## config.mk

```make
export PLATFORM = sky130hd
export DESIGN_NAME = ecsu_dwell_fsm
export DESIGN_NICKNAME = d
export VERILOG_FILES = /design/src/rtl/ecsu_dwell_fsm.sv
export SDC_FILE = /design/constraint.sdc
export NUM_CORES = 1
export LEC_CHECK = 0
export BUFFER_PORTS_ARGS = -buffer_cell sky130_fd_sc_hd__buf_2
export CAP_MARGIN = 20
export CORE_MARGIN = 4
export CORE_UTILIZATION = 47
export CTS_CLUSTER_DIAMETER = 200
export CTS_CLUSTER_SIZE = 8
export DETAILED_ROUTE_END_ITERATION = 7
export PLACE_DENSITY = 0.83
export SYNTH_ARGS = -nofsm -noshare
export SYNTH_HDL_FRONTEND = slang
export SYNTH_SLANG_ARGS = --single-unit
export TNS_END_PERCENT = 5
```

## constraint.sdc

```tcl
create_clock -name CLK -period 4.18 [get_ports CLK]
set_input_delay 0.836 -clock CLK [delete_from_list [all_inputs] [get_ports CLK]]
set_output_delay 0.836 -clock CLK [all_outputs]
set_load 0.02 [all_outputs]
```

## src/rtl/ecsu_dwell_fsm.sv

```systemverilog
// Emergency control state unit with escalate-now / dwell-to-de-escalate rules.
// Optional emergency-entry counter enabled by ECSU_EMERG_COUNT_EN.
module ecsu_dwell_fsm #(
  parameter int WIND_W       = 6,
  parameter int TEMP_W       = 8,
  parameter int CAUTION_WIND = 10,
  parameter int HIGH_WIND    = 15,
  parameter int EMERG_WIND   = 20,
  parameter int TEMP_HIGH    = 35,
  parameter int TEMP_EMERG   = 40,
  parameter int DWELL        = 4
) (
  input  logic                     CLK,
  input  logic                     RST,
  input  logic                     thunderstorm,
  input  logic [WIND_W-1:0]        wind,
  input  logic [1:0]               visibility,
  input  logic signed [TEMP_W-1:0] temperature,
  input  logic                     ack,
  output logic                     severe_weather,
  output logic                     emergency_landing_alert,
  output logic [1:0]               ECSU_state,
  output logic                     state_changed,
  output logic [7:0]               emerg_count
);

  localparam logic [1:0] ALL_CLEAR  = 2'b00;
  localparam logic [1:0] CAUTION    = 2'b01;
  localparam logic [1:0] HIGH_ALERT = 2'b10;
  localparam logic [1:0] EMERGENCY  = 2'b11;

  localparam int CW = $clog2(DWELL + 1);
  localparam logic [CW-1:0] DW_MAX = CW'(DWELL - 1);

  localparam logic [WIND_W-1:0] W_CAU = WIND_W'(CAUTION_WIND);
  localparam logic [WIND_W-1:0] W_HI  = WIND_W'(HIGH_WIND);
  localparam logic [WIND_W-1:0] W_EM  = WIND_W'(EMERG_WIND);

  localparam logic signed [TEMP_W-1:0] T_HI_P = TEMP_W'(TEMP_HIGH);
  localparam logic signed [TEMP_W-1:0] T_HI_N = TEMP_W'(-TEMP_HIGH);
  localparam logic signed [TEMP_W-1:0] T_EM_P = TEMP_W'(TEMP_EMERG);
  localparam logic signed [TEMP_W-1:0] T_EM_N = TEMP_W'(-TEMP_EMERG);

  logic [1:0]    state_q, state_d;
  logic [CW-1:0] dwell_q, dwell_d;
  logic [1:0]    level;
  logic          sev_q, alrt_q, chg_q;

  // Severity level of the current inputs, highest matching class first.
  always_comb begin
    level = ALL_CLEAR;
    if (wind > W_EM || temperature > T_EM_P ||
        temperature < T_EM_N)
      level = EMERGENCY;
    else if (wind > W_HI || visibility == 2'b11 ||
             temperature > T_HI_P ||
             temperature < T_HI_N || thunderstorm)
      level = HIGH_ALERT;
    else if (wind > W_CAU || visibility == 2'b01 ||
             visibility == 2'b10)
      level = CAUTION;
  end

  // Next state: escalate at once, step down only after DWELL quiet cycles.
  always_comb begin
    state_d = state_q;
    dwell_d = '0;
    if (level > state_q) begin
      state_d = level;
    end else if (state_q == EMERGENCY) begin
      if (ack && level != EMERGENCY)
        state_d = HIGH_ALERT;
    end else if (level < state_q) begin
      if (dwell_q == DW_MAX)
        state_d = state_q - 2'd1;
      else
        dwell_d = dwell_q + 1'b1;
    end
  end

  // State, dwell counter and registered decoded outputs.
  always_ff @(posedge CLK or posedge RST) begin
    if (RST) begin
      state_q <= ALL_CLEAR;
      dwell_q <= '0;
      sev_q   <= 1'b0;
      alrt_q  <= 1'b0;
      chg_q   <= 1'b0;
    end else begin
      state_q <= state_d;
      dwell_q <= dwell_d;
      sev_q   <= state_d[1];
      alrt_q  <= (state_d == EMERGENCY);
      chg_q   <= (state_d != state_q);
    end
  end

  assign ECSU_state              = state_q;
  assign severe_weather          = sev_q;
  assign emergency_landing_alert = alrt_q;
  assign state_changed           = chg_q;

`ifdef ECSU_EMERG_COUNT_EN
  logic [7:0] ecnt_q;
  logic       enter;

  assign enter = (state_d == EMERGENCY) &&
                 (state_q != EMERGENCY);

  // Saturating count of entries into EMERGENCY.
  always_ff @(posedge CLK or posedge RST) begin
    if (RST)
      ecnt_q <= 8'd0;
    else if (enter && ecnt_q != 8'hFF)
      ecnt_q <= ecnt_q + 8'd1;
  end

  assign emerg_count = ecnt_q;
`else
  assign emerg_count = 8'd0;
`endif

endmodule

```

==> results list, run 1 <==
- Library cell with the largest summed area after synthesis: dfrtp_1
- For this run, the total global-route usage over all layers was measured as between 15 and 20%.
- Outcome: finished clean
- The filler cells instantiated in the layout total 110.
- Yosys instantiated no cell more often than buf_4.
* Worst Max-Slew Pin Slew: 0.5912 ns
* Post-synthesis sequential area ratio: between 20% and 30%
- The first detailed-routing pass ran for 4 iterations.
- Most frequently used flop master after synthesis: dfrtp_1
* End-of-flow core utilization: 63.61%
- Final Hold Violating Endpoints: 0
- The wire-length estimate of the detail-placed layout is approximately 1.2 mm.
- Ratio of cells with drive above 1 in the final layout: 30.93%
- Fin Clk Skew: around 0.0022 ns
* Share of async-settable or async-resettable flops after synthesis: 100.0%
* Maximum number of pins on one net before global-route repair: 8
* Area growth from synthesis to layout: 19.41%
- Period Utilization, post-route: about 83%
- Area taken by flip-flops and latches: between 150 and 200 um2
- Routability-driven placement congestion ratio: around 0.75
- Post-route ant nets: 0
- Input and output buffers added on the ports amount to 24.
- Commonest cells in the netlist: buf_4 (9), dfrtp_1 (7), nand2_1 (5)
* Post-Syn Area per Cell: ~8.9 um2
* Number of diodes added for antenna fixing: 0
- Buffers inserted to repair hold after CTS numbered 0.
- Post-CTS setup buffer count: 0
- The floorplan step set the die height to 44.67 um.
* Global-route wire length before repair: around 2.2 mm
- Summing all placed instances gives a cell area of ~730 um2.
- TritonCTS built the clock tree.
- CP Data Required Time: between 4 and 5 ns
* WL final: 1.324 mm
- Footprint of the multi-input gates: between 400 and 500 um2
- Post-synthesis cell area: 631.9 um2
* Global route total overflow: 0
* Clock slew seen by the registers of the worst setup and hold paths: 0.05 ns
* Worst endpoint data arrival time: 3.61 ns
* Final standard cell area without fillers: about 750 um2
* Reported leakage power: around 0.36 nW
* Count of vias placed by the detailed router: 620
- STA classifies the critical path startpoint as an input pin.
- For this design, the slowest cell found on the critical path is or4_1.
- Post-route DRC: 0
- Net count reported at finish: between 100 and 150
- Final-report setup violation count: 0
- The tool flagged a number of max-cap violations equal to 0.
- Most area-consuming cells after synthesis: dfrtp_1 (28%), buf_4 (11%), ha_1 (7.9%), nor4b_1 (4.2%), o211ai_1 (3.6%)
* Latest clock arrival within the worst-skew pair: 0.25 ns
- Top Ports: 33
* Worst slew margin relative to its limit: about three fifths
- Class of the most critical setup path: input pin to flip-flop
- Subtracting the final worst setup slack from the clock period gives about 3.5 ns.
- In this run the power density over the cells is 394.7 nW/um2.
* Clock sink count: 7
* Overall die width: approximately 45 um
* Flip-flop and latch count after synthesis: 7
- The floorplan has 12 rows.
- Quantity of gates resized following cts: 0
* # H-tree levels: 1
- Count of flip-flops with a built-in enable after synthesis: 0
- Setup repair after global routing left no endpoint under its margin.
- The min-delay analysis places its worst path in the category flip-flop to flip-flop.
- Number of antenna violations at the first check in global routing: 0
- The region available for standard cell placement spans approximately 1200 um2.
* Max-slew violations: 0
- Kind of capture point of the worst setup path: flip-flop
- Largest stage delay on the critical path: 0.52 ns
- Buffer depth of the longest clock path: 2
* Starting density of the core: between 50% and 60%
- After detailed routing, the average wire length per cell comes to roughly 12 um.
- After the first detailed-routing iteration, the DRC count stood at 1.
- Synthesis instantiated 35 different standard cells from the library.
- The die covers 1995 um2.
- The synthesized design devotes to its leading area cell type around 28% of total area.
- Number of buffers created by CTS: 3
- Static timing analysis puts the maximum clock frequency at 287.0 MHz.
- Root buffer cell: clkbuf_4
* Per-cell via count in the routed design: around 5.6
- Summed over all failing endpoints, the final setup total negative slack is 0 ns.
- The critical path goes through buf_2 -> or4_1 -> a221o_1 -> nor3b_1 -> ha_1 -> nor2b_1 -> or3_1 -> a31oi_1 -> o22a_1 -> xnor2_1 -> or3b_1.
- The cell count after synthesis came out at 71.
- For this run, the number of Yosys warnings is 0.
- Vias in the first global route: roughly 570
- Highest net fanout along the worst path: 5
- Final Total Pwr: roughly 0.00030 W
- IR analysis of the VDD net gives a maximum drop of between 0.15 and 0.2 mV.
[critical path: cells and delay by family]
family	cells	cell delay, ns
AND/OR/NAND/NOR	5	1.63
AO/OA/AOI/OAI	3	0.79
buffers and inverters	1	0.12
adder cells (fa/ha/maj)	1	0.18
XOR/XNOR	1	0.07
[cell type report]
type,instances,area share (%)
well taps,14,2.322
inverters,2,0.9950
clock buffers,4,3.483
repair buffers,24,15.92
multi-input cells,60,54.06
flip-flops and latches,7,23.22
[cell families after synthesis]
kind of cell | after synthesis | share of synthesized area, %
fa+ha+maj | 4 | 7.921
flops | 7 | 27.72
simple gates | 29 | 27.92
compound gates | 16 | 19.80
other cells | 1 | 0.5935
xor+xnor | 3 | 4.159
buf+inv | 11 | 11.88
[worst paths after layout]
check,start,endpoint,slack (ns),cells after the start
max,temperature[4],state_changed$_DFF_PP0_,0.70,11
min,dwell_q[0]$_DFF_PP0_,dwell_q[0]$_DFF_PP0_,0.46,1
max reg2reg,severe_weather$_DFF_PP0_,state_changed$_DFF_PP0_,1.79,8
min reg2reg,dwell_q[0]$_DFF_PP0_,dwell_q[0]$_DFF_PP0_,0.46,1
max in group asynchronous,RST,ECSU_state[0]$_DFF_PP0_,3.47,2
min in group asynchronous,RST,severe_weather$_DFF_PP0_,0.50,2
[metal layers]
metal / up-vias / wire (um) / track usage (%)
li1: 307 / - / -
met1: 278 / 528 / 16.79
met2: 32 / 632 / 25.50
met3: 3 / 135 / 2.033
met4: 0 / 28 / 12.65
met5: - / 0 / 0
[power by group]
group / total, W / internal, W / switching (W)
Clock: 0.0000615 / 0.0000364 / 0.0000250
Sequential: 0.0000952 / 0.0000832 / 0.0000120
Combinational: 0.000141 / 0.0000575 / 0.0000837
[through the flow]
stage          setup WS (ns)  hold WS (ns)  std cells
2_1_floorplan         0.7519        0.4064         78
3_3_place_gp          0.4865        0.4176        107
3_5_place_dp          0.4197        0.4606        107
4_1_cts               0.6876        0.4674        111
5_1_grt               0.4107        0.4901        111
6_report              0.6960        0.4625        111
[registers in the layout, summed over array words and instances (netlist names)]
signal,flops
ECSU_state,1
state_changed,1
emergency_landing_alert,1
dwell_q,3
severe_weather,1
[placed cells by master (no fill, tap or decap), types with 2 or more instances in the layout]
| cell | n |
|---|---|
| buf_2 | 24 |
| nand2_1 | 5 |
| xnor2_1 | 2 |
| inv_1 | 2 |
| conb_1 | 8 |
| nor4b_1 | 3 |
| or3_1 | 2 |
| ha_1 | 4 |
| nor2b_1 | 2 |
| clkbuf_4 | 3 |
| o21ai_0 | 4 |
| nor2_1 | 3 |
| dfrtp_1 | 7 |
| nor3_1 | 3 |
| o211ai_1 | 3 |
(Power assumes the default switching activity.)
==> inputs of run 2 (changes only) <==
CORE_UTILIZATION = 43   (was 47)
PLACE_DENSITY = 0.77   (was 0.83)
clock period = 3.6 ns   (was 4.18 ns; I/O delays follow)
==> run 2 against run 1 <==
Compared with the run above: global-route usage is 2.2 points lower; via count is 4.0% lower; hold slack worse by 0.076 ns; total power is 16% higher; largest cell class unchanged; largest power group unchanged.
==> results list, run 2 (synthesized netlist as in run 1, its figures left out) <==
- The flow ran to the end, and the final reports show no timing, DRC or antenna violations.
- Buffer depth of the longest clock path: 2 (unchanged)
- Final Total Pwr: 0.0003451 W (+16%)
* Highest-count cells in the layout ignoring fill and taps: buf_2 (24), conb_1 (8), dfrtp_1 (7)
- Unrepaired setup endpoints after global routing: no
- The number of hold violations in the final report is 0 (unchanged).
* CP Data Required Time: 3.72 ns (-0.59 ns)
- The die outline width was 46.34 um (+3.7%).
- The initial cell density of the core is 46.80% (-6.5 points).
- The H-tree depth was 1 (unchanged).
- Internal portion of total power: 0.0002067 W (+17%)
- The average via count per standard cell came to 5.313 (-4.9%).
* Number of diodes added for antenna fixing: 0 (unchanged)
- The peak supply drop is 0.1625 mV (-6.3%).
- The delay of the slowest critical-path stage is 0.53 ns (about the same).
- Crit path max-delay family: simple AND/OR/NAND/NOR gates
* Period Utilization, post-route: 94.81%
* Post-detailed-placement cell area: 729.5 um2 (+0.17%)
- Final standard cell area without fillers: 762.0 um2 (+0.99%)
- Number of buffers created by CTS: 3 (unchanged)
* Top Ports: 33 (unchanged)
- The library cell used most frequently in the layout, excluding fill and tap cells, is buf_2.
- Global-route wire length before repair: 2.035 mm (-6.7%)
* Max Cap Violations: 0 (unchanged)
- The y dimension of the die came to 46.34 um (+3.7%).
* Clock slew seen by the registers of the worst setup and hold paths: 0.05 ns (about the same)
- DIE AREA: 2147 um2 (+7.6%)
- Critical-path cell list: buf_2 -> or4_1 -> a221o_1 -> nor3b_1 -> ha_1 -> nor2b_1 -> or3_1 -> a31oi_1 -> o22a_1 -> xnor2_1 -> or3b_1
* Final-report setup violation count: 0 (unchanged)
* WL final: 1.265 mm (-4.5%)
- The register share of total power is 32.1% (about the same).
- Count of buffer and inverter cells on the critical path: 1 (unchanged)
* Post-DR wirelength/cell: 11.29 um (-5.3%)
- The worst-case setup margin in the final layout is 0.1870 ns (-0.5090 ns).
* Count of buffers inserted at the top-level ports: 24 (unchanged)
* Worst endpoint data arrival time: 3.54 ns (-0.07 ns)
* Vias in the first global route: 537 (-6.1%)
- The maximum fanout along the worst path is 5 (unchanged).
* Register bank with the most flops: dwell_q
- Timing would allow up to 293.0 MHz.
* Number of fill cells in the layout: 130 (+18%)
* Clock sink count: 7 (unchanged)
- Num rows: 13 (+1)
- From synthesis to final layout, the design area changed by 20.59%.
- The smallest clock period supported by the final layout is computed as ~3.4 ns.
- The global placer's final weighted congestion was 0.6888 (-8.3%).
- First-iteration detailed-routing DRC count: 2 (+1)
* Number of flip-flops in the largest register: 3 (unchanged)
- Post-route ant nets: 0 (unchanged)
* Kind of capture point of the worst setup path: flip-flop
- Detailed placer's ending HPWL: 1.119 mm (-3.1%)
* Worst Max-Slew Pin Slew: 0.5421 ns (-0.04911 ns)
- The reported leakage power was 0.3610 nW (+0.51%).
* Total iterations of the first detailed-routing run: 2 (-2)
- Global routing usage summed across all routing layers: 13.02% (-2.2 points)
- The residual overflow from global routing came to 0 (unchanged).
- The headroom to the max-slew limit is 62.92% (+3.4 points).
- The slowest stage of the critical path is the or4_1 cell.
- Max-slew violations: 0 (unchanged)
- Worst setup slack before clock tree synthesis: -0.05519 ns (-0.4749 ns)
- The accumulated negative setup slack came to 0 ns (unchanged).
- The number of antenna violations at the first check in global routing came to 0 (unchanged).
- Post-CTS setup buffer count: 0 (unchanged)
* Latest clock arrival within the worst-skew pair: 0.25 ns (about the same)
- The switching power share of the total came to 40.10% (-0.44 points).
- The setup path with the least slack is of type input pin to flip-flop.
- Kind of start point of the critical path: input pin
- Fin Clk Skew: 0.0002532 ns (-0.001902 ns)
- The DRC violations left came to 0 (unchanged).
- Root buffer cell: clkbuf_4
- The area of the core is 1350 um2 (+14%).
- Class of the worst hold path: input pin to async pin
* Clock tree from TritonCTS: built
- The total power divided by cell area was 452.9 nW/um2 (+15%).
- The share of final-layout standard cells stronger than drive strength 1 is 31.96% (+1.0 points).
- Maximum number of pins on one net before global-route repair: 8 (unchanged)
* Portion of total power attributed to combinational logic: 47.8% (+0.4 points)
- The number of nets at the end of the flow is 122 (unchanged).
* Psw: 0.0001384 W (+15%)
* Count of vias placed by the detailed router: 595 (-4.0%)
- The clock share of power came to 20.1% (-0.5 points).
- Hold-fix buffer count after cts: 0 (unchanged)
## run 2: worst reg2reg max path: stages, from the launching register on
cell and delay [ns]:
dfrtp_1 0.38, inv_1 0.10, ha_1 0.21, or2_2 0.32
or3_1 0.41, a31oi_1 0.19, o22a_1 0.21, xnor2_1 0.07
or3b_1 0.36
## run 2: final timing paths
check                                    startpoint                                end  slack, ns  cells after the start
max reg2reg                severe_weather$_DFF_PP0_            state_changed$_DFF_PP0_       1.22                      8
max                                  temperature[4]            state_changed$_DFF_PP0_       0.19                     11
min                                             RST               dwell_q[2]$_DFF_PP0_       0.39                      2
min reg2reg                    dwell_q[0]$_DFF_PP0_               dwell_q[0]$_DFF_PP0_       0.43                      1
max in group asynchronous                       RST  emergency_landing_alert$_DFF_PP0_       3.01                      2
min in group CLK               dwell_q[0]$_DFF_PP0_               dwell_q[0]$_DFF_PP0_       0.43                      1
## run 2: what timing repair did
action | in CTS | in global routing
resized for setup | 0 | 3
setup endpoints to repair | 0 | 1
hold endpoints to repair | 0 | 0
## run 2: area by class of cell
type	instances	area [um2]	share of cell area, %
inverters	2	7.507	0.9852
clock buffers	4	26.28	3.448
well taps	15	18.77	2.463
repair buffers	24	120.1	15.76
multi-input cells	60	414.1	54.35
flip-flops and latches	7	175.2	22.99
## run 2: per-stage QoR
step           instances  utilization [%]  hold slack, ns
2_1_floorplan         78                -          0.4064
3_3_place_gp         108            54.03          0.4226
3_5_place_dp         108            54.03          0.4269
4_1_cts              112            55.98          0.3953
5_1_grt              112            56.44          0.4198
6_report             112            56.44          0.3868
## run 2: power groups by stage
stage / registers (W) / logic, W / clock network (W)
6_report: 0.000111 / 0.000165 / 0.0000695
5_1_grt: 0.000114 / 0.000187 / 0.0000713
4_1_cts: 0.000111 / 0.000164 / 0.0000715
3_5_place_dp: 0.000112 / 0.000163 / 0
3_3_place_gp: 0.000111 / 0.000159 / 0
2_1_floorplan: 0.000130 / 0.000104 / 0
## run 2: layer usage
| metal | part of all wire (%) | GRT usage (%) | up-vias |
|---|---|---|---|
| met4 | 0.87 | 8.523 | 0 |
| li1 | - | - | 304 |
| met1 | 42 | 15.38 | 263 |
| met5 | 0 | 0 | - |
| met2 | 47 | 21.98 | 26 |
| met3 | 10 | 1.172 | 2 |
==> inputs of run 3 (changes only) <==
CAP_MARGIN = default   (was 20)
CORE_UTILIZATION = 39   (was 43)
PLACE_DENSITY = 0.73   (was 0.77)
clock period = 2.9 ns   (was 3.6 ns; I/O delays follow)
==> run 3 against run 2 <==
Compared with the run above: the flow now finishes with violations (setup timing); flip-flop and latch count is the same; cell count grew 18%; sequential share of layout area shrank 4.9 points; clock skew grew 0.0022 ns; count of clock-buffer cells in the layout is the same; worst setup slack lost 0.27 ns; core utilization grew 7.0 points; sequential power grew 26%; die area grew 8.4%.
==> results list, run 3 (synthesized netlist as in run 1, its figures left out) <==
- Worst endpoint data arrival time: 3.10 ns (-0.44 ns)
- Maximum vdd ir drop: 0.2406 mV (+48%)
* Number of antenna violations at the first check in global routing: 0 (unchanged)
* First-iteration detailed-routing DRC count: 3 (+1)
- Number of flip-flops in the largest register: 3 (unchanged)
* Kind of start point of the critical path: input pin
* Per-cell via count in the routed design: 5.076 (-4.5%)
- TritonCTS built the clock tree.
* Final Worst Setup Slack: -0.08296 ns (-0.2700 ns)
- The setup slack on the worst flop-to-flop path was 0.56 ns (-0.66 ns).
* Maximum number of pins on one net before global-route repair: 8 (unchanged)
* Total iterations of the first detailed-routing run: 4 (+2)
* Number of fill cells in the layout: 141 (+8.5%)
* Kind of capture point of the worst setup path: flip-flop
- Root buffer cell: clkbuf_4
- The final reports fail on setup timing.
- The min-delay analysis places its worst path in the category input pin to async pin.
- The run finished, with violations left.
* Share of total power in the clock network: 16.5% (-3.6 points)
- Global-route wire length before repair: 2.394 mm (+18%)
* Register bank with the most flops: dwell_q
- Peak Freq: 335.2 MHz
- The initial cell density of the core is 41.46% (-5.3 points).
- Core area: 1524 um2 (+13%)
* Vias in the first global route: 629 (+17%)
* Post-route DRC: 0 (unchanged)
- The number of buffers added on ports came to 24 (unchanged).
* Num rows: 14 (+1)
- The remaining number of nets flagged by the antenna check after routing came to 0 (unchanged).
- Dividing the final minimum period by the clock period gives 102.9%.
- The count of vias placed by the detailed router came to 670 (+13%).
- The number of CTS-inserted buffers is 3 (unchanged).
- Leaving out fill and tap cells, the most frequent cell in the layout is buf_2.
- Traced cell by cell, the critical path runs through buf_2 -> or4_1 -> a221o_1 -> nor3b_2 -> ha_2 -> nor2b_4 -> or3_4 -> a31oi_4 -> o22a_1 -> xnor2_1 -> or3b_1.
- The H-tree depth was 1 (unchanged).
* Top Ports: 33 (unchanged)
- Count of buffer and inverter cells on the critical path: 1 (unchanged)
- Highest-count cells in the layout ignoring fill and taps: buf_2 (23), buf_4 (19), conb_1 (8)
* Psw: 0.0001936 W (+40%)
- The clock skew after layout is 0.002435 ns (+0.002182 ns).
* Final Total Pwr: 0.0005019 W (+45%)
- The number of hold violations in the final report is 0 (unchanged).
* CP Data Required Time: 3.02 ns (-0.70 ns)
* Max-slew violations: 0 (unchanged)
* Routability-driven placement congestion ratio: 0.7247 (+5.2%)
- TNS Setup: -0.08296 ns (-0.08296 ns)
* Portion of total power attributed to combinational logic: 55.7% (+7.9 points)
* Overall die width: 48.25 um (+4.1%)
- Latest clock arrival within the worst-skew pair: 0.24 ns (about the same)
- Setup repair after global routing could not meet its margin everywhere.
* Clock sink count: 7 (unchanged)
- Max Cap Violations: 0 (unchanged)
* Global route total overflow: 0 (unchanged)
- The number of setup violations in the final report came to 1 (+1).
* WL final: 1.470 mm (+16%)
- The number of nets at the end of the flow came to 141 (+16%).
- Fraction of power consumed by sequential logic: 27.8% (-4.3 points)
* Crit path max-delay family: simple AND/OR/NAND/NOR gates
- Detailed placer's ending HPWL: 1.331 mm (+19%)
- Largest stage delay on the critical path: 0.50 ns (-0.03 ns)
* Buffer depth of the longest clock path: 2 (unchanged)
* Internal portion of total power: 0.0003083 W (+49%)
- The clock transition at the registers of the reported paths came to 0.05 ns (about the same).
- Net switching share of the total power: 38.57% (-1.5 points)
- The reported leakage power is 0.4709 nW (+30%).
- Die extent in y: 48.25 um (+4.1%)
- The total power divided by cell area is 518.9 nW/um2 (+15%).
- Global routing usage summed across all routing layers: 14.37% (+1.4 points)
- Highest net fanout along the worst path: 4 (-1)
* Class of the most critical setup path: input pin to flip-flop
* Slowest library cell on the worst path: or4_1
- Number of diodes added for antenna fixing: 0 (unchanged)
* Post-DR wirelength/cell: 11.14 um (-1.4%)
- Area growth from synthesis to layout: 53.07%
* Final critical-path required period: a little under 3 ns
- The share of final-layout standard cells stronger than drive strength 1 was 50.86% (+19 points).
- The floorplan die area is 2328 um2 (+8.4%).
-- run 3: layout make-up --
cell class | count | area, um2 | share of cell area, %
multi-input combinational | 60 | 469.2 | 48.51
tap | 16 | 20.02 | 2.070
sequential | 7 | 175.2 | 18.11
clock buffer | 4 | 26.28 | 2.717
inverter | 2 | 7.507 | 0.7762
timing repair buffer | 43 | 269.0 | 27.81
-- run 3: power groups by stage --
stage	Clock [W]	Combinational (W)	Sequential (W)
after floorplan	0	0.000137	0.000162
after global placement	0	0.000253	0.000140
after detailed placement	0	0.000258	0.000142
after CTS	0.0000877	0.000276	0.000141
after global routing	0.0000947	0.000311	0.000145
final	0.0000827	0.000279	0.000140
-- run 3: metrics by stage --
stage	instance area, um2	cells	setup WS (ns)	util, %	hold slack (ns)
floorplan	678.2	78	-0.1933	-	0.3834
global placement	885.9	127	-0.3164	58.13	0.4241
detailed placement	885.9	127	-0.4042	58.13	0.4289
CTS	950.9	132	-0.07764	62.40	0.2489
global route	967.2	132	-0.1949	63.46	0.2602
finish	967.2	132	-0.08296	63.46	0.2505
-- run 3: worst register-to-register path: cells and delay by family (launching register included) --
| family | cells | cell delay, ns |
|---|---|---|
| buffers and inverters | 1 | 0.12 |
| adders and majority gates | 1 | 0.22 |
| AOI/OAI and AO/OA | 2 | 0.33 |
| and+or+nand+nor | 3 | 1.09 |
| xor gates and xnor gates | 1 | 0.08 |
| DFF | 1 | 0.38 |
-- run 3: final timing paths --
| kind | startpoint | to | depth (start not counted) |
|---|---|---|---|
| worst max-delay path | temperature[1] | state_changed$_DFF_PP0_ | 11 |
| worst min-delay path | RST | dwell_q[0]$_DFF_PP0_ | 2 |
| worst max register to register | severe_weather$_DFF_PP0_ | state_changed$_DFF_PP0_ | 8 |
| worst min register to register | dwell_q[0]$_DFF_PP0_ | dwell_q[0]$_DFF_PP0_ | 1 |
| max in group asynchronous | RST | severe_weather$_DFF_PP0_ | 2 |
| min in group CLK | dwell_q[0]$_DFF_PP0_ | dwell_q[0]$_DFF_PP0_ | 1 |
-- run 3: layer usage --
metal / GRT usage, % / vias up / routed length, um
met1: 14.51 / 303 / 547
li1: - / 339 / -
met2: 28.91 / 28 / 800
met4: 6.452 / 0 / 0
met5: 0 / - / 0
met3: 1.107 / 0 / 122
-- run 3: what timing repair did --
| item | 4_1_cts | 5_1_grt |
|---|---|---|
| gates resized for setup | 4 | 5 |
| setup buffers | 1 | 0 |
| hold buffers | 0 | 0 |
| pin swaps | 1 | 0 |
| setup endpoints to repair | 1 | 4 |
